**config.mk**
```make
export PLATFORM = sky130hd
export DESIGN_NAME = ex_operand_stage_flat
export DESIGN_NICKNAME = d
export VERILOG_FILES = /design/src/rtl/cpu_defs.sv /design/src/rtl/ex_operand_stage_if.sv /design/src/rtl/operand_fwd.sv /design/src/rtl/ex_operand_stage.sv /design/src/flat_wrapper.sv
export SDC_FILE = /design/constraint.sdc
export NUM_CORES = 1
export LEC_CHECK = 0
export CAP_MARGIN = 0
export CORE_MARGIN = 2
export CORE_UTILIZATION = 52
export CTS_CLUSTER_DIAMETER = 150
export CTS_CLUSTER_SIZE = 8
export DETAILED_ROUTE_END_ITERATION = 10
export PLACE_DENSITY = 0.88
export REMOVE_ABC_BUFFERS = 1
export SLEW_MARGIN = 30
export SYNTH_ARGS = -nofsm -noshare
export SYNTH_HDL_FRONTEND = slang
export SYNTH_HIERARCHICAL = 1
export SYNTH_SLANG_ARGS = --single-unit
```
**constraint.sdc**
```tcl
create_clock -name clk -period 5.55 [get_ports clk]
set_clock_uncertainty 0.2 [all_clocks]
set_input_delay 0.8325 -clock clk [delete_from_list [all_inputs] [get_ports clk]]
set_output_delay 0.8325 -clock clk [all_outputs]
set_load 0.005 [all_outputs]
```
**src/rtl/cpu_defs.sv**
```systemverilog
// Shared CPU definitions: ALU function codes, operand source
// encodings and the hardwired-zero register index.
package cpu_defs;

  typedef enum logic [5:0] {
    ALU_ADD = 6'b000000,
    ALU_SUB = 6'b000001,
    ALU_AND = 6'b011000,
    ALU_OR  = 6'b011110,
    ALU_XOR = 6'b010110,
    ALU_NOR = 6'b010001,
    ALU_SLL = 6'b100000,
    ALU_SRL = 6'b100001,
    ALU_SRA = 6'b100011,
    ALU_EQ  = 6'b110011,
    ALU_NEQ = 6'b110001,
    ALU_LT  = 6'b110101,
    ALU_LEZ = 6'b111101,
    ALU_LTZ = 6'b111011,
    ALU_GTZ = 6'b111111
  } alu_fun_e;

  localparam logic SRC1_RS    = 1'b0;
  localparam logic SRC1_SHAMT = 1'b1;
  localparam logic SRC2_RT    = 1'b0;
  localparam logic SRC2_IMM   = 1'b1;

  localparam int unsigned REG_ZERO = 0;

endpackage

```
**src/rtl/ex_operand_stage_if.sv**
```systemverilog
// ID-to-EX bundle: decoded operands and control leaving ID.
// master = decode side, slave = operand stage.
interface ex_operand_stage_if #(
  parameter int DATA_W = 32,
  parameter int REG_AW = 5
);
  logic              id_valid;
  logic [DATA_W-1:0] id_rs_data;
  logic [DATA_W-1:0] id_rt_data;
  logic [DATA_W-1:0] id_imm;
  logic [4:0]        id_shamt;
  logic [REG_AW-1:0] id_rs_addr;
  logic [REG_AW-1:0] id_rt_addr;
  logic [REG_AW-1:0] id_rd_addr;
  logic [5:0]        id_ALUFun;
  logic              id_Sign;
  logic              id_ALUSrc1;
  logic              id_ALUSrc2;
  logic              id_RegWrite;
  logic              id_MemRead;

  modport master (
    output id_valid, id_rs_data, id_rt_data, id_imm,
    output id_shamt, id_rs_addr, id_rt_addr, id_rd_addr,
    output id_ALUFun, id_Sign, id_ALUSrc1, id_ALUSrc2,
    output id_RegWrite, id_MemRead
  );

  modport slave (
    input id_valid, id_rs_data, id_rt_data, id_imm,
    input id_shamt, id_rs_addr, id_rt_addr, id_rd_addr,
    input id_ALUFun, id_Sign, id_ALUSrc1, id_ALUSrc2,
    input id_RegWrite, id_MemRead
  );
endinterface

```
**src/rtl/operand_fwd.sv**
```systemverilog
// One operand's bypass: MEM result beats WB data beats the
// registered value; register 0 never matches.
module operand_fwd
  import cpu_defs::*;
#(
  parameter int DATA_W = 32,
  parameter int REG_AW = 5
) (
  input  logic [REG_AW-1:0] src_addr,
  input  logic [DATA_W-1:0] reg_data,
  input  logic              mem_we,
  input  logic [REG_AW-1:0] mem_rd,
  input  logic [DATA_W-1:0] mem_data,
  input  logic              wb_we,
  input  logic [REG_AW-1:0] wb_rd,
  input  logic [DATA_W-1:0] wb_data,
  output logic [DATA_W-1:0] data
);

  localparam logic [REG_AW-1:0] ZERO = REG_AW'(REG_ZERO);

  logic mem_hit;
  logic wb_hit;
  logic wb_sel;
  logic reg_sel;

  assign mem_hit = mem_we & (mem_rd != ZERO) & (mem_rd == src_addr);
  assign wb_hit  = wb_we & (wb_rd != ZERO) & (wb_rd == src_addr);
  // one-hot selects so the decoder is genuinely unique
  assign wb_sel  = wb_hit & ~mem_hit;
  assign reg_sel = ~mem_hit & ~wb_hit;

  always_comb begin
    data = reg_data;
    unique case (1'b1)
      mem_hit: data = mem_data;
      wb_sel:  data = wb_data;
      reg_sel: data = reg_data;
      default: data = reg_data;
    endcase
  end

endmodule

```
**src/rtl/ex_operand_stage.sv**
```systemverilog
// ID/EX register with WB capture bypass, EX operand forwarding
// and load-use stall detection feeding the ALU.
module ex_operand_stage
  import cpu_defs::*;
#(
  parameter int DATA_W = 32,
  parameter int REG_AW = 5
) (
  input  logic                clk,
  input  logic                reset,
  ex_operand_stage_if.slave   id,
  input  logic                flush,
  input  logic                mem_RegWrite,
  input  logic [REG_AW-1:0]   mem_rd_addr,
  input  logic [DATA_W-1:0]   mem_result,
  input  logic                wb_RegWrite,
  input  logic [REG_AW-1:0]   wb_rd_addr,
  input  logic [DATA_W-1:0]   wb_data,
  output logic [DATA_W-1:0]   A,
  output logic [DATA_W-1:0]   B,
  output logic [5:0]          ALUFun,
  output logic                Sign,
  output logic                ex_valid,
  output logic [REG_AW-1:0]   ex_rd_addr,
  output logic                ex_RegWrite,
  output logic                ex_MemRead,
  output logic [DATA_W-1:0]   ex_store_data,
  output logic                stall
);

  localparam logic [REG_AW-1:0] ZERO = REG_AW'(REG_ZERO);

  logic [DATA_W-1:0] rs_data_q;
  logic [DATA_W-1:0] rt_data_q;
  logic [DATA_W-1:0] imm_q;
  logic [4:0]        shamt_q;
  logic [REG_AW-1:0] rs_addr_q;
  logic [REG_AW-1:0] rt_addr_q;
  logic              src1_q;
  logic              src2_q;

  logic [DATA_W-1:0] cap_rs_data;
  logic [DATA_W-1:0] cap_rt_data;
  logic [DATA_W-1:0] fwd_rs;
  logic [DATA_W-1:0] fwd_rt;
  logic              wb_ok;
  logic              bubble;

  assign stall = id.id_valid & ex_valid & ex_MemRead
               & (ex_rd_addr != ZERO)
               & ((ex_rd_addr == id.id_rs_addr)
                | (ex_rd_addr == id.id_rt_addr));

  assign bubble = flush | stall;

  // WB writes the regfile this same cycle; ID read the old value
  assign wb_ok = wb_RegWrite & (wb_rd_addr != ZERO);
  assign cap_rs_data =
    (wb_ok && wb_rd_addr == id.id_rs_addr) ? wb_data
                                           : id.id_rs_data;
  assign cap_rt_data =
    (wb_ok && wb_rd_addr == id.id_rt_addr) ? wb_data
                                           : id.id_rt_data;

  always_ff @(posedge clk or negedge reset) begin
    if (!reset) begin
      ex_valid    <= 1'b0;
      ex_RegWrite <= 1'b0;
      ex_MemRead  <= 1'b0;
      ex_rd_addr  <= '0;
      ALUFun      <= ALU_ADD;
      Sign        <= 1'b0;
      rs_data_q   <= '0;
      rt_data_q   <= '0;
      imm_q       <= '0;
      shamt_q     <= '0;
      rs_addr_q   <= '0;
      rt_addr_q   <= '0;
      src1_q      <= 1'b0;
      src2_q      <= 1'b0;
    end else if (bubble) begin
      ex_valid    <= 1'b0;
      ex_RegWrite <= 1'b0;
      ex_MemRead  <= 1'b0;
      ex_rd_addr  <= '0;
      ALUFun      <= ALU_ADD;
      Sign        <= 1'b0;
      rs_data_q   <= '0;
      rt_data_q   <= '0;
      imm_q       <= '0;
      shamt_q     <= '0;
      rs_addr_q   <= '0;
      rt_addr_q   <= '0;
      src1_q      <= 1'b0;
      src2_q      <= 1'b0;
    end else begin
      ex_valid    <= id.id_valid;
      ex_RegWrite <= id.id_valid & id.id_RegWrite;
      ex_MemRead  <= id.id_valid & id.id_MemRead;
      ex_rd_addr  <= id.id_rd_addr;
      ALUFun      <= id.id_ALUFun;
      Sign        <= id.id_Sign;
      rs_data_q   <= cap_rs_data;
      rt_data_q   <= cap_rt_data;
      imm_q       <= id.id_imm;
      shamt_q     <= id.id_shamt;
      rs_addr_q   <= id.id_rs_addr;
      rt_addr_q   <= id.id_rt_addr;
      src1_q      <= id.id_ALUSrc1;
      src2_q      <= id.id_ALUSrc2;
    end
  end

  operand_fwd #(.DATA_W(DATA_W), .REG_AW(REG_AW)) u_fwd_rs (
    .src_addr (rs_addr_q),
    .reg_data (rs_data_q),
    .mem_we   (mem_RegWrite),
    .mem_rd   (mem_rd_addr),
    .mem_data (mem_result),
    .wb_we    (wb_RegWrite),
    .wb_rd    (wb_rd_addr),
    .wb_data  (wb_data),
    .data     (fwd_rs)
  );

  operand_fwd #(.DATA_W(DATA_W), .REG_AW(REG_AW)) u_fwd_rt (
    .src_addr (rt_addr_q),
    .reg_data (rt_data_q),
    .mem_we   (mem_RegWrite),
    .mem_rd   (mem_rd_addr),
    .mem_data (mem_result),
    .wb_we    (wb_RegWrite),
    .wb_rd    (wb_rd_addr),
    .wb_data  (wb_data),
    .data     (fwd_rt)
  );

  assign A = (src1_q == SRC1_SHAMT)
           ? {{(DATA_W-5){1'b0}}, shamt_q} : fwd_rs;
  assign B = (src2_q == SRC2_IMM) ? imm_q : fwd_rt;
  assign ex_store_data = fwd_rt;

endmodule

```
**src/flat_wrapper.sv**
```systemverilog
// flat-port wrapper written by rule: the top's interface ports become plain ports
module ex_operand_stage_flat import cpu_defs::*;
#(
  parameter int DATA_W = 32,
  parameter int REG_AW = 5
)
  (clk, reset, flush, mem_RegWrite, mem_rd_addr, mem_result, wb_RegWrite, wb_rd_addr, wb_data, A, B, ALUFun, Sign, ex_valid, ex_rd_addr, ex_RegWrite, ex_MemRead, ex_store_data, stall, id_id_valid, id_id_rs_data, id_id_rt_data, id_id_imm, id_id_shamt, id_id_rs_addr, id_id_rt_addr, id_id_rd_addr, id_id_ALUFun, id_id_Sign, id_id_ALUSrc1, id_id_ALUSrc2, id_id_RegWrite, id_id_MemRead);
  ex_operand_stage_if #(.DATA_W(DATA_W), .REG_AW(REG_AW)) id_i ();
  input  logic clk;
  input  logic reset;
  input  logic flush;
  input  logic mem_RegWrite;
  input  logic [REG_AW-1:0] mem_rd_addr;
  input  logic [DATA_W-1:0] mem_result;
  input  logic wb_RegWrite;
  input  logic [REG_AW-1:0] wb_rd_addr;
  input  logic [DATA_W-1:0] wb_data;
  output logic [DATA_W-1:0] A;
  output logic [DATA_W-1:0] B;
  output logic [5:0] ALUFun;
  output logic Sign;
  output logic ex_valid;
  output logic [REG_AW-1:0] ex_rd_addr;
  output logic ex_RegWrite;
  output logic ex_MemRead;
  output logic [DATA_W-1:0] ex_store_data;
  output logic stall;
  input wire logic [$bits(id_i.id_valid)-1:0] id_id_valid;
  input wire logic [$bits(id_i.id_rs_data)-1:0] id_id_rs_data;
  input wire logic [$bits(id_i.id_rt_data)-1:0] id_id_rt_data;
  input wire logic [$bits(id_i.id_imm)-1:0] id_id_imm;
  input wire logic [$bits(id_i.id_shamt)-1:0] id_id_shamt;
  input wire logic [$bits(id_i.id_rs_addr)-1:0] id_id_rs_addr;
  input wire logic [$bits(id_i.id_rt_addr)-1:0] id_id_rt_addr;
  input wire logic [$bits(id_i.id_rd_addr)-1:0] id_id_rd_addr;
  input wire logic [$bits(id_i.id_ALUFun)-1:0] id_id_ALUFun;
  input wire logic [$bits(id_i.id_Sign)-1:0] id_id_Sign;
  input wire logic [$bits(id_i.id_ALUSrc1)-1:0] id_id_ALUSrc1;
  input wire logic [$bits(id_i.id_ALUSrc2)-1:0] id_id_ALUSrc2;
  input wire logic [$bits(id_i.id_RegWrite)-1:0] id_id_RegWrite;
  input wire logic [$bits(id_i.id_MemRead)-1:0] id_id_MemRead;
  assign id_i.id_valid = id_id_valid;
  assign id_i.id_rs_data = id_id_rs_data;
  assign id_i.id_rt_data = id_id_rt_data;
  assign id_i.id_imm = id_id_imm;
  assign id_i.id_shamt = id_id_shamt;
  assign id_i.id_rs_addr = id_id_rs_addr;
  assign id_i.id_rt_addr = id_id_rt_addr;
  assign id_i.id_rd_addr = id_id_rd_addr;
  assign id_i.id_ALUFun = id_id_ALUFun;
  assign id_i.id_Sign = id_id_Sign;
  assign id_i.id_ALUSrc1 = id_id_ALUSrc1;
  assign id_i.id_ALUSrc2 = id_id_ALUSrc2;
  assign id_i.id_RegWrite = id_id_RegWrite;
  assign id_i.id_MemRead = id_id_MemRead;
  ex_operand_stage #(.DATA_W(DATA_W), .REG_AW(REG_AW)) u_core (.clk(clk), .reset(reset), .id(id_i), .flush(flush), .mem_RegWrite(mem_RegWrite), .mem_rd_addr(mem_rd_addr), .mem_result(mem_result), .wb_RegWrite(wb_RegWrite), .wb_rd_addr(wb_rd_addr), .wb_data(wb_data), .A(A), .B(B), .ALUFun(ALUFun), .Sign(Sign), .ex_valid(ex_valid), .ex_rd_addr(ex_rd_addr), .ex_RegWrite(ex_RegWrite), .ex_MemRead(ex_MemRead), .ex_store_data(ex_store_data), .stall(stall));
endmodule
```
Word level (Yosys, flattened, before mapping)
Index checks and enable logic that the tools add are counted.
- output and inout bits: 112
- input bits: 207
- word-level logic and storage cells: 65
- register bits after elaboration: 128
- equal/unequal tests: 8
- bitwise operators: 18
- reduce and logical (&&, ||, !) cells: 5
- mux-type cells: 20
- operators with widths (kind ; count):
    32-bit two-way mux ; 7
    32-bit one-hot mux with 2 select lines ; 2
    5-bit == test ; 8
    5-bit two-way mux ; 4
    5-bit nonzero test ; 3
    1-bit bitwise AND ; 14
    1-bit two-way mux ; 6
    6-bit two-way mux ; 1
    1-bit logical AND ; 2
    1-bit inverter ; 2
    1-bit bitwise OR ; 2

Depth between registers and ports, before layout
Gate-level depths: netlist of run 1.
- depth after elaboration: 7
- mapped depth: 7
- gate-level depth less buffers: 5

Hierarchy
The synthesis of run 1 kept the hierarchy.
- modules (own cells, without submodules) (module ; instances ; cells an instance ; seq. area each (µm²) ; area an instance (µm²)):
    ex_operand_stage ; 1 ; 643 ; 3203.1 ; 7040.5
    operand_fwd ; 2 ; 180 ; 0.0 ; 1536.5

Least setup slack after synthesis of run 1
OpenSTA, ideal clock, no wires.
- path type: input-to-output
- start point: input mem_rd_addr[0]
- end point: output B[10]
- slack: 2.139 ns
- stages on the path: 7
- buffers on the path: 2
- data arrival time: 2.378 ns
- required time: 4.518 ns
- cells stage by stage: or4_4 a21oi_4 or3_1 buf_2 buf_4 a31oi_2 mux2_1
- word-level cells in the longest chain between the ends: 7
- elaborated cells on any way between the ends: 8
- ends and longest elaborated chain (element ; RTL line ; RTL):
    start, declared ; flat_wrapper.sv:13 ; input logic [REG_AW-1:0] mem_rd_addr;
    5-bit nonzero test ; operand_fwd.sv:27 ; assign mem_hit = mem_we & (mem_rd != ZERO) & (mem_rd == src_addr);
    1-bit bitwise AND ; operand_fwd.sv:27 ;
    1-bit bitwise AND (*) ; operand_fwd.sv:27 ;
    1-bit inverter ; n/a ;
    1-bit bitwise AND ; operand_fwd.sv:30 ; assign wb_sel = wb_hit & ~mem_hit;
    32-bit one-hot mux with 2 select lines (*) ; operand_fwd.sv:35 ; unique case (1'b1)
    named net ex_store_data[10] ; flat_wrapper.sv:26 ; output logic [DATA_W-1:0] ex_store_data;
    32-bit two-way mux (*) ; ex_operand_stage.sv:140 ; assign B = (src2_q == SRC2_IMM) ? imm_q : fwd_rt;
    end, declared ; flat_wrapper.sv:19 ; output logic [DATA_W-1:0] B;
The timed path passes the listed nets; every way through them passes the cells marked *.

Final worst setup path of run 1
- start point: input wb_rd_addr[1]
- end point: output A[2]
- word-level cells in the longest chain between the ends: 6
- elaborated cells on any way between the ends: 7
- ends and longest elaborated chain (element ; RTL line ; RTL):
    start, declared ; flat_wrapper.sv:16 ; input logic [REG_AW-1:0] wb_rd_addr;
    5-bit nonzero test ; operand_fwd.sv:28 ; assign wb_hit = wb_we & (wb_rd != ZERO) & (wb_rd == src_addr);
    1-bit bitwise AND ; operand_fwd.sv:28 ;
    1-bit bitwise AND (*) ; operand_fwd.sv:28 ;
    1-bit bitwise AND (*) ; operand_fwd.sv:30 ;
    32-bit one-hot mux with 2 select lines (*) ; operand_fwd.sv:35 ;
    named net u_core.fwd_rs[2] ; ex_operand_stage.sv:44 ; logic [DATA_W-1:0] fwd_rs;
    32-bit two-way mux (*) ; ex_operand_stage.sv:139 ; ? {{(DATA_W-5){1'b0}}, shamt_q} : fwd_rs;
    end, declared ; flat_wrapper.sv:18 ; output logic [DATA_W-1:0] A;
Marked as above.

==> results of run 1 <==
worst reg2reg max path: stages (launching register included):
cell	delay [ps]
sky130_fd_sc_hd__dfrtp_1	430
sky130_fd_sc_hd__nor3_1	120
sky130_fd_sc_hd__a21oi_4	150
sky130_fd_sc_hd__buf_4	690
sky130_fd_sc_hd__buf_4	970
sky130_fd_sc_hd__a211oi_1	290
metrics by stage:
stage / utilization [%] / area (µm²) / instances
floorplan: - / 9278 / 851
finish: 71.28 / 13740 / 1498
global placement: 68.24 / 13150 / 1466
detailed placement: 68.24 / 13150 / 1466
CTS: 71.27 / 13730 / 1498
global route: 71.28 / 13740 / 1498
final cells by class:
cell class,count,area share (%)
tap,265,2.414
timing repair buffer,350,25.32
clock inverter,15,1.157
inverter,63,1.721
sequential,128,23.33
multi-input combinational,660,42.96
clock buffer,17,3.097
logic make-up after synthesis:
kind of cell	synth area share (%)
AOI/OAI and AO/OA	32.17
xor gates and xnor gates	3.118
buffers and inverters	10.60
DFF	31.67
muxes	4.120
and+or+nand+nor	18.32
flip-flops by register name, indices dropped and copies added (netlist names):
signal,count
u_core/src1_q,1
u_core/shamt_q,5
u_core/ex_rd_addr,5
u_core/ex_MemRead,1
u_core/Sign,1
u_core/rt_addr_q,5
u_core/src2_q,1
u_core/ex_RegWrite,1
u_core/ex_valid,1
u_core/rt_data_q,32
u_core/rs_addr_q,5
u_core/imm_q,32
u_core/ALUFun,6
u_core/rs_data_q,32
layout by cell type (no fill, tap or decap), drive strengths merged:
master / count
clkdlybuf4s50: 316
o31ai: 128
dfrtp: 128
inv: 67
nand4: 64
nor4: 64
a221oi: 64
a31oi: 64
or4b: 64
a211oi: 63
mux2: 37
xnor2: 36
buf: 33
nor2b: 27
clkbuf: 18
nand3: 9
nand2: 8
and2: 7
a21oi: 6
clkinv: 6
nor2: 5
or4: 4
clkinvlp: 3
bufinv: 2
and3: 2
or3: 2
o22ai: 1
nor3: 1
or2: 1
o41a: 1
o41ai: 1
nand2b: 1
per-layer routing:
metal  track usage [%]  share of wire, %  up-vias
met5                 0             0.035        -
met4             17.54               4.4        2
met3             9.264                11      150
met2             57.12                47      716
met1             44.89                38     4996
li1                  -                 -     4459
power groups by stage:
stage	logic, W	clock network, W	registers [W]
4_1_cts	0.000847	0.00115	0.00101
3_5_place_dp	0.000842	0	0.00103
2_1_floorplan	0.000346	0	0.00102
5_1_grt	0.000908	0.00120	0.00101
6_report	0.000865	0.00114	0.00101
3_3_place_gp	0.000826	0	0.00102
worst paths after layout:
| kind | start | endpoint | slack (ps) | depth (start not counted) |
|---|---|---|---|---|
| setup / recovery | wb_rd_addr[1] | A[2] | 590 | 8 |
| hold / removal | reset | u_core/ALUFun[0] | 330 | 1 |
| setup reg to reg | u_core/ex_rd_addr[0] | u_core/imm_q[20] | 2530 | 5 |
| hold reg to reg | u_core/ex_rd_addr[2] | u_core/ex_valid | 850 | 4 |
| max in group asynchronous | reset | u_core/rs_data_q[18] | 3910 | 2 |
| min in group clk | id_id_ALUSrc2 | u_core/src2_q | 720 | 3 |
==> flow_summary.html, run 1 <==
<table>
<tr><th>Metric</th><th>Value</th></tr>
<tr><th colspan="2">Outcome</th></tr>
<tr><td>Outcome</td><td>finished clean</td></tr>
<tr><th colspan="2">STA</th></tr>
<tr><td>Minimum hold slack</td><td>330.7 ps</td></tr>
<tr><td>Min cycle time layout</td><td>4965 ps</td></tr>
<tr><td>Slew margin rel.</td><td>32.99%</td></tr>
<tr><td>Tcrit/Tclk final</td><td>89.46%</td></tr>
<tr><td>Accumulated negative setup slack</td><td>0 ps</td></tr>
<tr><td>Setup-violating endpoint count in the final report</td><td>0</td></tr>
<tr><td>Maximum clock frequency</td><td>201.4 MHz</td></tr>
<tr><td>Final max-slew violation count</td><td>0</td></tr>
<tr><td>Post-route setup slack</td><td>585.1 ps</td></tr>
<tr><td>Hold violation count in the final report</td><td>0</td></tr>
<tr><td>RSZ-0062 raised after global routing</td><td>false</td></tr>
<tr><td>Slew of the pin with the lowest slew margin</td><td>1005 ps</td></tr>
<tr><th colspan="2">Logic synthesis</th></tr>
<tr><td>Share of flip-flops with an asynchronous set or reset</td><td>between 90% and 100%</td></tr>
<tr><td>Synthesized flop and latch total</td><td>128</td></tr>
<tr><td>Distinct cell type count after synthesis</td><td>41</td></tr>
<tr><td>Average cell area after synthesis</td><td>10.08 µm²</td></tr>
<tr><td>Top cells by count, synth</td><td>128 x sky130_fd_sc_hd__dfrtp_1, 128 x sky130_fd_sc_hd__o31ai_1, 78 x sky130_fd_sc_hd__clkbuf_1</td></tr>
<tr><td>Synth top area cells</td><td>sky130_fd_sc_hd__dfrtp_1 32%, sky130_fd_sc_hd__o31ai_1 9.5%, sky130_fd_sc_hd__a221oi_2 8.9%, sky130_fd_sc_hd__a31oi_2 7.2%, sky130_fd_sc_hd__or4b_1 5.1%</td></tr>
<tr><td>Cell type with the highest aggregate area in the netlist</td><td>sky130_fd_sc_hd__dfrtp_1</td></tr>
<tr><td>Number of flops mapped to enable cells by yosys</td><td>0</td></tr>
<tr><td>Syn Std Cell Area</td><td>between 0.01 and 0.015 mm²</td></tr>
<tr><td>Fraction of post-synthesis cell area in the top cell type by area</td><td>31.67%</td></tr>
<tr><td>Synth warnings</td><td>6</td></tr>
<tr><td>Sequential cell area fraction in the yosys report</td><td>31.67%</td></tr>
<tr><td>Predominant post-synthesis flop cell</td><td>sky130_fd_sc_hd__dfrtp_1</td></tr>
<tr><td>Cell count after synthesis</td><td>1003</td></tr>
<tr><th colspan="2">Placement</th></tr>
<tr><td>Pre-CTS setup slack</td><td>641.3 ps</td></tr>
<tr><td>Hpwl dp</td><td>23320 µm</td></tr>
<tr><td>Final RePlAce weighted congestion</td><td>0.8455</td></tr>
<tr><td>Port Buffers</td><td>318</td></tr>
<tr><th colspan="2">Die</th></tr>
<tr><td>DIE AREA</td><td>0.02058 mm²</td></tr>
<tr><td>Die width</td><td>143.5 µm</td></tr>
<tr><td>Die Y-Extent</td><td>143.5 µm</td></tr>
<tr><td>Placeable core region</td><td>0.01927 mm²</td></tr>
<tr><td>Ports</td><td>between 300 and 400</td></tr>
<tr><td>Starting utilization of the core area</td><td>52.48%</td></tr>
<tr><td>FP Rows</td><td>51</td></tr>
<tr><th colspan="2">Clocking</th></tr>
<tr><td>Worst skew pair latency</td><td>420 ps</td></tr>
<tr><td>Post-CTS Setup Repair Bufs</td><td>0</td></tr>
<tr><td>H-tree lvl count</td><td>4</td></tr>
<tr><td>Clock tree from TritonCTS</td><td>done</td></tr>
<tr><td>Sink count of the clock tree</td><td>128</td></tr>
<tr><td>Post-cts resize count</td><td>0</td></tr>
<tr><td>Buffer cell driving the clock tree root</td><td>sky130_fd_sc_hd__clkbuf_16</td></tr>
<tr><td>Cts bufs inserted</td><td>17</td></tr>
<tr><td>Worst-path clk slew</td><td>60 ps</td></tr>
<tr><td>Number of hold buffers added after cts</td><td>0</td></tr>
<tr><td>Maximum buffer depth of the clock tree</td><td>2</td></tr>
<tr><th colspan="2">Cells and area</th></tr>
<tr><td>Flip-flop and latch area</td><td>approximately 0.0032 mm²</td></tr>
<tr><td>Nets@finish</td><td>1427</td></tr>
<tr><td>Final-layout fill cell count</td><td>1454</td></tr>
<tr><td>Fraction of layout instances using a drive strength above 1</td><td>19.14%</td></tr>
<tr><td>Diodes inserted</td><td>0</td></tr>
<tr><td>Area taken by multi-input logic gates</td><td>slightly below 0.006 mm²</td></tr>
<tr><td>Relative area change from synthesis to final layout</td><td>35.83%</td></tr>
<tr><th colspan="2">Global routing</th></tr>
<tr><td>Overall routing resource usage</td><td>35.71%</td></tr>
<tr><td>Via count of the first global-routing pass</td><td>10420</td></tr>
<tr><td>Initial antenna violation count</td><td>1</td></tr>
<tr><td>Grt total ovfl</td><td>0</td></tr>
<tr><td>First-pass GRT wire length</td><td>57080 µm</td></tr>
<tr><td>Pin count of the biggest net entering global routing</td><td>105</td></tr>
<tr><th colspan="2">Worst setup path</th></tr>
<tr><td>Crit path max fanout</td><td>31</td></tr>
<tr><td>Worst setup path class</td><td>primary input to output port</td></tr>
<tr><td>Critical path's slowest cell</td><td>sky130_fd_sc_hd__clkdlybuf4s50_1</td></tr>
<tr><td>Element type at the critical path start</td><td>primary input</td></tr>
<tr><td>Critical path buffers and inverters</td><td>3</td></tr>
<tr><td>Most common cell on crit path</td><td>sky130_fd_sc_hd__clkdlybuf4s50_1</td></tr>
<tr><td>Req. time, crit path</td><td>4520 ps</td></tr>
<tr><td>Critical path's largest stage delay</td><td>670 ps</td></tr>
<tr><td>Crit end category</td><td>output port</td></tr>
<tr><td>CP cell instances</td><td>clkdlybuf4s50_1 -&gt; xnor2_1 -&gt; nand2_2 -&gt; buf_4 -&gt; or4b_2 -&gt; a31oi_2 -&gt; mux2_2 -&gt; clkdlybuf4s50_1</td></tr>
<tr><td>Category of cells accounting for the largest share of critical-path delay</td><td>buffers and inverters</td></tr>
<tr><td>Critical path arrival</td><td>3930 ps</td></tr>
<tr><th colspan="2">Pwr</th></tr>
<tr><td>Reg power frac</td><td>33.5%</td></tr>
<tr><td>Power Dens Cells</td><td>219.5 mW/mm²</td></tr>
<tr><td>Sw frac</td><td>32.20%</td></tr>
<tr><td>Pwr Total</td><td>0.003016 W</td></tr>
<tr><td>Proportion of power drawn by the clock network</td><td>37.8%</td></tr>
<tr><td>Leakage power</td><td>4.851 nW</td></tr>
<tr><td>Pint</td><td>0.002045 W</td></tr>
<tr><td>Reported net switching power</td><td>0.0009710 W</td></tr>
<tr><td>Largest voltage drop on the vdd net</td><td>0.2173 mV</td></tr>
<tr><td>Share of total power in combinational logic</td><td>28.7%</td></tr>
<tr><th colspan="2">Drt</th></tr>
<tr><td>Drt first-iter violations</td><td>~900</td></tr>
<tr><td>Final routed wire length divided by cell count</td><td>25.10 µm</td></tr>
<tr><td>Ratio of routed vias to standard cells</td><td>a little under 7</td></tr>
<tr><td>Via total after detailed routing</td><td>10320</td></tr>
<tr><td>Detail Route Antenna Nets</td><td>0</td></tr>
<tr><td>Final routed DRC violation total</td><td>0</td></tr>
<tr><td>Detailed-routing iteration count for the pre-antenna-repair pass</td><td>5</td></tr>
<tr><td>Total wirelength of the detailed-routed design</td><td>37600 µm</td></tr>
<tr><th colspan="2">Worst hold path</th></tr>
<tr><td>Worst Hold Class</td><td>primary input to async pin</td></tr>
<tr><th colspan="2">Run</th></tr>
<tr><td>Number of violations of the max-capacitance limit</td><td>0</td></tr>
</table>
No activity file was read; power rests on OpenSTA's default activity.
==> inputs of run 2 (changes only) <==
- CORE_UTILIZATION: 52 -> 48
- PLACE_DENSITY: 0.88 -> 0.82
- clock period: 5.55 -> 4.7 ns (I/O delays scaled with it)
==> run 2 against run 1 <==
Compared with the run above:
- register-to-register slack worse by 100 ps
- sequential cell count stayed put
- sequential power grew 18%
- largest cell class unchanged
- largest power group unchanged
==> flow_summary.html, run 2 (synthesis results as in run 1) <==
<table>
<tr><th>Metric</th><th>Value</th></tr>
<tr><th colspan="2">Worst setup path</th></tr>
<tr><td>Critical path arrival</td><td>3700 ps</td></tr>
<tr><td>Critical path's slowest cell</td><td>sky130_fd_sc_hd__clkdlybuf4s50_1</td></tr>
<tr><td>Category of cells accounting for the largest share of critical-path delay</td><td>buffers and inverters</td></tr>
<tr><td>Critical path's largest stage delay</td><td>~630 ps</td></tr>
<tr><td>Crit end category</td><td>output port</td></tr>
<tr><td>Most common cell on crit path</td><td>sky130_fd_sc_hd__clkdlybuf4s50_1</td></tr>
<tr><td>Worst Reg2Reg Path Length in Cells</td><td>5</td></tr>
<tr><td>Req. time, crit path</td><td>3800 ps</td></tr>
<tr><td>Termination of the worst setup path</td><td>B[19]</td></tr>
<tr><td>Number of cells on the critical path</td><td>8</td></tr>
<tr><td>CP cell instances</td><td>clkdlybuf4s50_1 -&gt; xnor2_1 -&gt; nand2_4 -&gt; buf_4 -&gt; or4b_1 -&gt; a31oi_2 -&gt; mux2_1 -&gt; clkdlybuf4s50_1</td></tr>
<tr><td>Worst setup path class</td><td>primary input to output port</td></tr>
<tr><td>Start point of the critical path</td><td>wb_rd_addr[1]</td></tr>
<tr><td>Element type at the critical path start</td><td>primary input</td></tr>
<tr><td>Crit path max fanout</td><td>28</td></tr>
<tr><td>Register-to-register setup slack</td><td>2430 ps</td></tr>
<tr><td>Critical path buffers and inverters</td><td>3</td></tr>
<tr><td>Reg-to-reg endpoint</td><td>u_core/rt_data_q[1]</td></tr>
<tr><td>Start of the worst register-to-register path</td><td>u_core/ex_rd_addr[4]</td></tr>
<tr><th colspan="2">Die</th></tr>
<tr><td>Placeable core region</td><td>around 0.021 mm²</td></tr>
<tr><td>FP Rows</td><td>53</td></tr>
<tr><td>DIE AREA</td><td>0.02225 mm²</td></tr>
<tr><td>Ports</td><td>319</td></tr>
<tr><td>Die Y-Extent</td><td>149.2 µm</td></tr>
<tr><td>Die width</td><td>149.2 µm</td></tr>
<tr><td>Starting utilization of the core area</td><td>48.57%</td></tr>
<tr><th colspan="2">Placement</th></tr>
<tr><td>Post-detailed-placement cell area</td><td>0.01324 mm²</td></tr>
<tr><td>Pre-CTS setup slack</td><td>44.40 ps</td></tr>
<tr><td>Port Buffers</td><td>318</td></tr>
<tr><td>Final RePlAce weighted congestion</td><td>roughly 0.86</td></tr>
<tr><td>Hpwl dp</td><td>23590 µm</td></tr>
<tr><th colspan="2">Cells and area</th></tr>
<tr><td>Area taken by multi-input logic gates</td><td>just under 0.006 mm²</td></tr>
<tr><td>Flip-flop and latch area</td><td>between 0.003 and 0.004 mm²</td></tr>
<tr><td>Fin area</td><td>0.01388 mm²</td></tr>
<tr><td>Registers with the most flip-flops</td><td>u_core/imm_q (32), u_core/rs_data_q (32), u_core/rt_data_q (32)</td></tr>
<tr><td>Final-layout fill cell count</td><td>1655</td></tr>
<tr><td>Fraction of layout instances using a drive strength above 1</td><td>19.55%</td></tr>
<tr><td>Relative area change from synthesis to final layout</td><td>37.26%</td></tr>
<tr><td>Commonest cells after routing, fill and taps aside</td><td>316 x sky130_fd_sc_hd__clkdlybuf4s50_1, 128 x sky130_fd_sc_hd__o31ai_1, 126 x sky130_fd_sc_hd__dfrtp_1</td></tr>
<tr><td>Diodes inserted</td><td>0</td></tr>
<tr><td>Nets@finish</td><td>1432</td></tr>
<tr><td>Most common cell after layout, fill and taps aside</td><td>sky130_fd_sc_hd__clkdlybuf4s50_1</td></tr>
<tr><th colspan="2">STA</th></tr>
<tr><td>Tcrit/Tclk final</td><td>between 90% and 100%</td></tr>
<tr><td>Post-route setup slack</td><td>between 90 and 100 ps</td></tr>
<tr><td>Setup-violating endpoint count in the final report</td><td>0</td></tr>
<tr><td>Hold violation count in the final report</td><td>0</td></tr>
<tr><td>Maximum clock frequency</td><td>217.1 MHz</td></tr>
<tr><td>Slew of the pin with the lowest slew margin</td><td>~900 ps</td></tr>
<tr><td>Min cycle time layout</td><td>4606 ps</td></tr>
<tr><td>Slew margin rel.</td><td>between 40% and 50%</td></tr>
<tr><td>Final max-slew violation count</td><td>0</td></tr>
<tr><th colspan="2">Global routing</th></tr>
<tr><td>Initial antenna violation count</td><td>1</td></tr>
<tr><td>Via count of the first global-routing pass</td><td>10230</td></tr>
<tr><td>Overall routing resource usage</td><td>around a third</td></tr>
<tr><td>First-pass GRT wire length</td><td>between 50000 and 60000 µm</td></tr>
<tr><td>Pin count of the biggest net entering global routing</td><td>129</td></tr>
<tr><td>Grt total ovfl</td><td>0</td></tr>
<tr><th colspan="2">Clocking</th></tr>
<tr><td>Cts bufs inserted</td><td>17</td></tr>
<tr><td>Maximum buffer depth of the clock tree</td><td>2</td></tr>
<tr><td>Post-CTS Setup Repair Bufs</td><td>0</td></tr>
<tr><td>Clock tree from TritonCTS</td><td>done</td></tr>
<tr><td>Worst skew pair latency</td><td>between 400 and 500 ps</td></tr>
<tr><td>Sink count of the clock tree</td><td>128</td></tr>
<tr><td>Buffer cell driving the clock tree root</td><td>sky130_fd_sc_hd__clkbuf_16</td></tr>
<tr><td>H-tree lvl count</td><td>4</td></tr>
<tr><td>Worst-path clk slew</td><td>~60 ps</td></tr>
<tr><th colspan="2">Run</th></tr>
<tr><td>Number of violations of the max-capacitance limit</td><td>0</td></tr>
<tr><th colspan="2">Drt</th></tr>
<tr><td>Final routed wire length divided by cell count</td><td>~25 µm</td></tr>
<tr><td>Final routed DRC violation total</td><td>0</td></tr>
<tr><td>Total wirelength of the detailed-routed design</td><td>37790 µm</td></tr>
<tr><td>Drt first-iter violations</td><td>about 1200</td></tr>
<tr><td>Via total after detailed routing</td><td>10240</td></tr>
<tr><td>Detailed-routing iteration count for the pre-antenna-repair pass</td><td>7</td></tr>
<tr><td>Detail Route Antenna Nets</td><td>0</td></tr>
<tr><td>Ratio of routed vias to standard cells</td><td>roughly 6.8</td></tr>
<tr><th colspan="2">Outcome</th></tr>
<tr><td>Outcome</td><td>finished clean</td></tr>
<tr><th colspan="2">Pwr</th></tr>
<tr><td>Power Dens Cells</td><td>265.7 mW/mm²</td></tr>
<tr><td>Leakage power</td><td>4.912 nW</td></tr>
<tr><td>Largest voltage drop on the vdd net</td><td>approximately 0.23 mV</td></tr>
<tr><th colspan="2">Worst hold path</th></tr>
<tr><td>Worst Hold Class</td><td>primary input to async pin</td></tr>
</table>
[run 2: repair_timing]
item                                    CTS  global route
hold buffers                              0             0
endpoints found under the setup margin    0            16
gates resized for setup                   0             1
[run 2: where the power goes]
group / leakage, nW / total [W] / internal [W] / switching (W)
Clock: 0.306 / 0.00147 / 0.000930 / 0.000538
Sequential: 1.65 / 0.00119 / 0.00116 / 0.0000329
Combinational: 2.96 / 0.00103 / 0.000476 / 0.000551
[run 2: worst min-delay path by stage]
stage,startpoint,cells past startpoint,to
2_1_floorplan,reset,0,u_core/ALUFun[0]
3_3_place_gp,reset,1,u_core/ALUFun[0]
3_5_place_dp,reset,1,u_core/ALUFun[1]
4_1_cts,reset,1,u_core/ALUFun[1]
5_1_grt,reset,1,u_core/ALUFun[3]
6_report,reset,1,u_core/ALUFun[3]
[run 2: area by class of cell]
cell class	count	area share [%]
Sequential cell	128	23.09
Multi-Input combinational cell	660	42.59
Clock inverter	10	1.145
Clock buffer	22	3.416
Timing Repair Buffer	355	25.58
Tap cell	275	2.479
Inverter	63	1.703
[run 2: worst register-to-register path, delay by kind of cell (launching register included)]
family	cells	cell delay (ps)
flip-flops	1	430
buffers and inverters	1	580
AND/OR/NAND/NOR	1	150
AO/OA/AOI/OAI	2	530
XOR/XNOR	1	210
[run 2: per-stage QoR]
step	hold WS (ps)	util (%)	power (W)	setup TNS, ps	cells
floorplan	209.4	-	0.001613	-488440	851
global placement	631.9	63.60	0.002196	0	1481
detailed placement	641.4	63.60	0.002216	0	1481
CTS	195.3	66.64	0.003675	0	1513
global route	202.2	66.67	0.003811	-0.8442	1513
finish	140.5	66.67	0.003689	0	1513
[run 2: per-layer routing]
metal	up-vias	GRT usage (%)	wire, µm
met5	-	0	0
li1	4483	-	-
met2	673	53.76	17740
met1	5000	43.13	14660
met4	0	12.24	1139
met3	84	9.266	4254
==> inputs of run 3 (changes only) <==
- CORE_MARGIN: 2 -> not set
- CORE_UTILIZATION: 48 -> 43
- SYNTH_HIERARCHICAL: 1 -> not set
==> run 3 against run 2 <==
Compared with the run above:
- global-route usage is 4.5 points lower
- die area is 21% lower
- setup slack better by 85 ps
- highest routed layer unchanged
- critical path depth stayed put
- first-iteration DRC count is 67% lower
- non-clock buffer count is 16 lower
- via count is 33% lower
- total power is 14% lower
- final area is 18% lower
==> flow_summary.html, run 3 <==
<table>
<tr><th>Metric</th><th>Value</th></tr>
<tr><th colspan="2">Drt</th></tr>
<tr><td>Final routed DRC violation total</td><td>0</td></tr>
<tr><td>Drt first-iter violations</td><td>378</td></tr>
<tr><td>Detail Route Antenna Nets</td><td>0</td></tr>
<tr><td>Ratio of routed vias to standard cells</td><td>around 5.4</td></tr>
<tr><td>Detailed-routing iteration count for the pre-antenna-repair pass</td><td>5</td></tr>
<tr><td>Final routed wire length divided by cell count</td><td>19.39 µm</td></tr>
<tr><td>Total wirelength of the detailed-routed design</td><td>between 20000 and 25000 µm</td></tr>
<tr><td>Via total after detailed routing</td><td>6905</td></tr>
<tr><th colspan="2">Worst setup path</th></tr>
<tr><td>Critical path's slowest cell</td><td>sky130_fd_sc_hd__or4_4</td></tr>
<tr><td>Start of the worst register-to-register path</td><td>u_core.ex_rd_addr[2]</td></tr>
<tr><td>Critical path's largest stage delay</td><td>580 ps</td></tr>
<tr><td>Crit path max fanout</td><td>17</td></tr>
<tr><td>Register-to-register setup slack</td><td>2290 ps</td></tr>
<tr><td>Reg-to-reg endpoint</td><td>u_core.ALUFun[4]</td></tr>
<tr><td>CP cell instances</td><td>clkdlybuf4s50_1 -&gt; or4_4 -&gt; o21a_4 -&gt; and3_2 -&gt; buf_12 -&gt; mux2i_1 -&gt; a211oi_1 -&gt; clkdlybuf4s50_1</td></tr>
<tr><td>Worst setup path class</td><td>primary input to output port</td></tr>
<tr><td>Most common cell on crit path</td><td>sky130_fd_sc_hd__clkdlybuf4s50_1</td></tr>
<tr><td>Critical path arrival</td><td>3620 ps</td></tr>
<tr><td>Crit end category</td><td>output port</td></tr>
<tr><td>Req. time, crit path</td><td>3800 ps</td></tr>
<tr><td>Element type at the critical path start</td><td>primary input</td></tr>
<tr><td>Worst Reg2Reg Path Length in Cells</td><td>6</td></tr>
<tr><td>Termination of the worst setup path</td><td>A[14]</td></tr>
<tr><td>Start point of the critical path</td><td>wb_rd_addr[0]</td></tr>
<tr><th colspan="2">STA</th></tr>
<tr><td>Hold violation count in the final report</td><td>0</td></tr>
<tr><td>Minimum hold slack</td><td>198.5 ps</td></tr>
<tr><td>Post-route setup slack</td><td>around 180 ps</td></tr>
<tr><td>Accumulated negative setup slack</td><td>0 ps</td></tr>
<tr><td>Maximum clock frequency</td><td>221.2 MHz</td></tr>
<tr><td>Slew of the pin with the lowest slew margin</td><td>between 900 and 1000 ps</td></tr>
<tr><td>RSZ-0062 raised after global routing</td><td>false</td></tr>
<tr><td>Final max-slew violation count</td><td>0</td></tr>
<tr><td>Slew margin rel.</td><td>36.15%</td></tr>
<tr><td>Setup-violating endpoint count in the final report</td><td>0</td></tr>
<tr><td>Tcrit/Tclk final</td><td>a little over nine tenths</td></tr>
<tr><td>Min cycle time layout</td><td>4521 ps</td></tr>
<tr><th colspan="2">Cells and area</th></tr>
<tr><td>Final-layout fill cell count</td><td>1323</td></tr>
<tr><td>Fraction of layout instances using a drive strength above 1</td><td>a little under 9%</td></tr>
<tr><td>Commonest cells after routing, fill and taps aside</td><td>317 x sky130_fd_sc_hd__clkdlybuf4s50_1, 126 x sky130_fd_sc_hd__dfrtp_1, 104 x sky130_fd_sc_hd__nor2_1</td></tr>
<tr><td>Most common cell after layout, fill and taps aside</td><td>sky130_fd_sc_hd__clkdlybuf4s50_1</td></tr>
<tr><td>Registers with the most flip-flops</td><td>u_core.imm_q (32), u_core.rs_data_q (32), u_core.rt_data_q (32)</td></tr>
<tr><td>Diodes inserted</td><td>0</td></tr>
<tr><td>Nets@finish</td><td>1261</td></tr>
<tr><td>Relative area change from synthesis to final layout</td><td>55.10%</td></tr>
<tr><td>Non-Filler Instances</td><td>1287</td></tr>
<tr><th colspan="2">Pwr</th></tr>
<tr><td>Leakage power</td><td>4.514 nW</td></tr>
<tr><td>Power Dens Cells</td><td>280.9 mW/mm²</td></tr>
<tr><td>Largest voltage drop on the vdd net</td><td>0.2435 mV</td></tr>
<tr><th colspan="2">Clocking</th></tr>
<tr><td>Worst skew pair latency</td><td>410 ps</td></tr>
<tr><td>Maximum buffer depth of the clock tree</td><td>2</td></tr>
<tr><td>Buffer cell driving the clock tree root</td><td>sky130_fd_sc_hd__clkbuf_16</td></tr>
<tr><td>Clock tree from TritonCTS</td><td>done</td></tr>
<tr><td>Cts bufs inserted</td><td>17</td></tr>
<tr><td>Number of hold buffers added after cts</td><td>0</td></tr>
<tr><td>H-tree lvl count</td><td>4</td></tr>
<tr><td>Post-cts resize count</td><td>0</td></tr>
<tr><td>Post-CTS Setup Repair Bufs</td><td>0</td></tr>
<tr><td>Worst-path clk slew</td><td>60 ps</td></tr>
<tr><td>Sink count of the clock tree</td><td>approximately 130</td></tr>
<tr><th colspan="2">Die</th></tr>
<tr><td>DIE AREA</td><td>0.01751 mm²</td></tr>
<tr><td>Placeable core region</td><td>0.01658 mm²</td></tr>
<tr><td>Die width</td><td>132.3 µm</td></tr>
<tr><td>Ports</td><td>319</td></tr>
<tr><td>Die Y-Extent</td><td>around 130 µm</td></tr>
<tr><td>Starting utilization of the core area</td><td>44.04%</td></tr>
<tr><td>FP Rows</td><td>47</td></tr>
<tr><th colspan="2">Logic synthesis</th></tr>
<tr><td>Share of the synthesized netlist area taken by xor and xnor gates</td><td>4.797%</td></tr>
<tr><td>Fraction of post-synthesis cell area in the top cell type by area</td><td>~44%</td></tr>
<tr><td>Predominant post-synthesis flop cell</td><td>sky130_fd_sc_hd__dfrtp_1</td></tr>
<tr><td>Average cell area after synthesis</td><td>9.572 µm²</td></tr>
<tr><td>Most frequently used cell type in the post-synthesis netlist</td><td>sky130_fd_sc_hd__dfrtp_1</td></tr>
<tr><td>Synth top area cells</td><td>sky130_fd_sc_hd__dfrtp_1 44%, sky130_fd_sc_hd__mux2i_1 12%, sky130_fd_sc_hd__and2_1 5.5%, sky130_fd_sc_hd__nor2_1 5.3%, sky130_fd_sc_hd__mux2_2 4.6%</td></tr>
<tr><td>Synthesized flop and latch total</td><td>128</td></tr>
<tr><td>Sequential cell area fraction in the yosys report</td><td>43.86%</td></tr>
<tr><td>Cell type with the highest aggregate area in the netlist</td><td>sky130_fd_sc_hd__dfrtp_1</td></tr>
<tr><td>Syn Std Cell Area</td><td>0.007303 mm²</td></tr>
<tr><td>Share of flip-flops with an asynchronous set or reset</td><td>100.0%</td></tr>
<tr><td>Largest family of logic cells by synthesized area</td><td>simple AND/OR/NAND/NOR gates</td></tr>
<tr><td>Complex-gate fraction of the synthesized area</td><td>10.36%</td></tr>
<tr><td>Cell count after synthesis</td><td>between 700 and 800</td></tr>
<tr><td>Distinct cell type count after synthesis</td><td>38</td></tr>
<tr><td>Simple logic cell fraction of the synthesized area</td><td>around 18%</td></tr>
<tr><td>Post-synthesis share of cell area spent on full adders, half adders and majority gates</td><td>0%</td></tr>
<tr><td>Synth warnings</td><td>0</td></tr>
<tr><td>Top cells by count, synth</td><td>128 x sky130_fd_sc_hd__dfrtp_1, 104 x sky130_fd_sc_hd__nor2_1, 91 x sky130_fd_sc_hd__mux2i_1</td></tr>
<tr><td>Portion of netlist area occupied by mux cells</td><td>between 15 and 20%</td></tr>
<tr><td>Number of flops mapped to enable cells by yosys</td><td>0</td></tr>
<tr><th colspan="2">Global routing</th></tr>
<tr><td>Overall routing resource usage</td><td>28.96%</td></tr>
<tr><td>Via count of the first global-routing pass</td><td>7238</td></tr>
<tr><td>Pin count of the biggest net entering global routing</td><td>101</td></tr>
<tr><td>First-pass GRT wire length</td><td>38870 µm</td></tr>
<tr><td>Grt total ovfl</td><td>0</td></tr>
<tr><td>Initial antenna violation count</td><td>0</td></tr>
<tr><th colspan="2">Placement</th></tr>
<tr><td>Hpwl dp</td><td>16850 µm</td></tr>
<tr><td>Port Buffers</td><td>318</td></tr>
<tr><td>Pre-CTS setup slack</td><td>175.4 ps</td></tr>
<tr><td># placed instances</td><td>1255</td></tr>
<tr><td>Final RePlAce weighted congestion</td><td>just under 0.9</td></tr>
<tr><th colspan="2">Outcome</th></tr>
<tr><td>Outcome</td><td>finished clean</td></tr>
<tr><th colspan="2">Run</th></tr>
<tr><td>Number of violations of the max-capacitance limit</td><td>0</td></tr>
<tr><th colspan="2">Worst hold path</th></tr>
<tr><td>Worst Hold Class</td><td>primary input to async pin</td></tr>
</table>
-- run 3: changes by cell type after synthesis, sizes merged, moves of 34 or more --
cell	delta
clkbuf	-44
and2	+57
nor4	-64
or4b	-64
nand4	-57
mux2i	+91
a221oi	-64
buf	-37
a211oi	-34
nor2	+99
o31ai	-121
a31oi	-34
-- run 3: cell families after synthesis --
group,after synthesis
AOI/OAI and AO/OA,112
xor gates and xnor gates,40
buffers and inverters,102
DFF,128
muxes,121
and+or+nand+nor,260
-- run 3: metrics by stage --
| stage | instance area [µm²] | power [W] | utilization (%) |
|---|---|---|---|
| after CTS | 11320 | 0.003198 | 68.29 |
| after floorplan | 6999 | 0.001427 | - |
| final | 11330 | 0.003182 | 68.30 |
| after detailed placement | 10750 | 0.001894 | 64.81 |
| after global placement | 10750 | 0.001880 | 64.80 |
| after global routing | 11330 | 0.003311 | 68.30 |
-- run 3: metal layers --
layer	routed length, µm	GRT usage, %	part of all wire (%)
met1	9630	33.83	39
met2	12620	50.35	51
met3	1932	7.766	7.7
met4	771	11.49	3.1
met5	0	0	0
-- run 3: where the power goes --
part / internal, W / leakage, nW / switching [W] / total [W]
clock: 0.000808 / 0.269 / 0.000496 / 0.00130
combinational: 0.000410 / 2.60 / 0.000273 / 0.000683
sequential: 0.00116 / 1.65 / 0.0000351 / 0.00120
total: 0.00238 / 4.51 / 0.000805 / 0.00318
-- run 3: final cells by class --
type	count	area, µm²	share of cell area (%)
timing repair buffer	339	3445	30.41
tap	220	275.3	2.430
multi-input combinational	533	3694	32.61
clock inverter	9	108.9	0.9610
clock buffer	23	467.9	4.131
sequential	128	3206	28.30
inverter	35	131.4	1.160
-- run 3: worst max-delay path: cells and delay by family --
family / cells / cell delay (ps)
compound gates: 2 / 510
simple gates: 2 / 980
buf+inv: 3 / 1280
mux: 1 / 130
-- run 3: how the worst min path moves through the flow --
| stage | from | endpoint | slack (ps) | cells past startpoint |
|---|---|---|---|---|
| 4_1_cts | reset | u_core.rs_data_q[14] | 240 | 1 |
| 2_1_floorplan | reset | u_core.ALUFun[0] | 210 | 0 |
| 5_1_grt | reset | u_core.rs_data_q[28] | 250 | 1 |
| 6_report | reset | u_core.rs_data_q[28] | 200 | 1 |
| 3_5_place_dp | u_core.ex_valid | u_core.ex_valid | 680 | 3 |
| 3_3_place_gp | u_core.ex_valid | u_core.ex_valid | 600 | 3 |
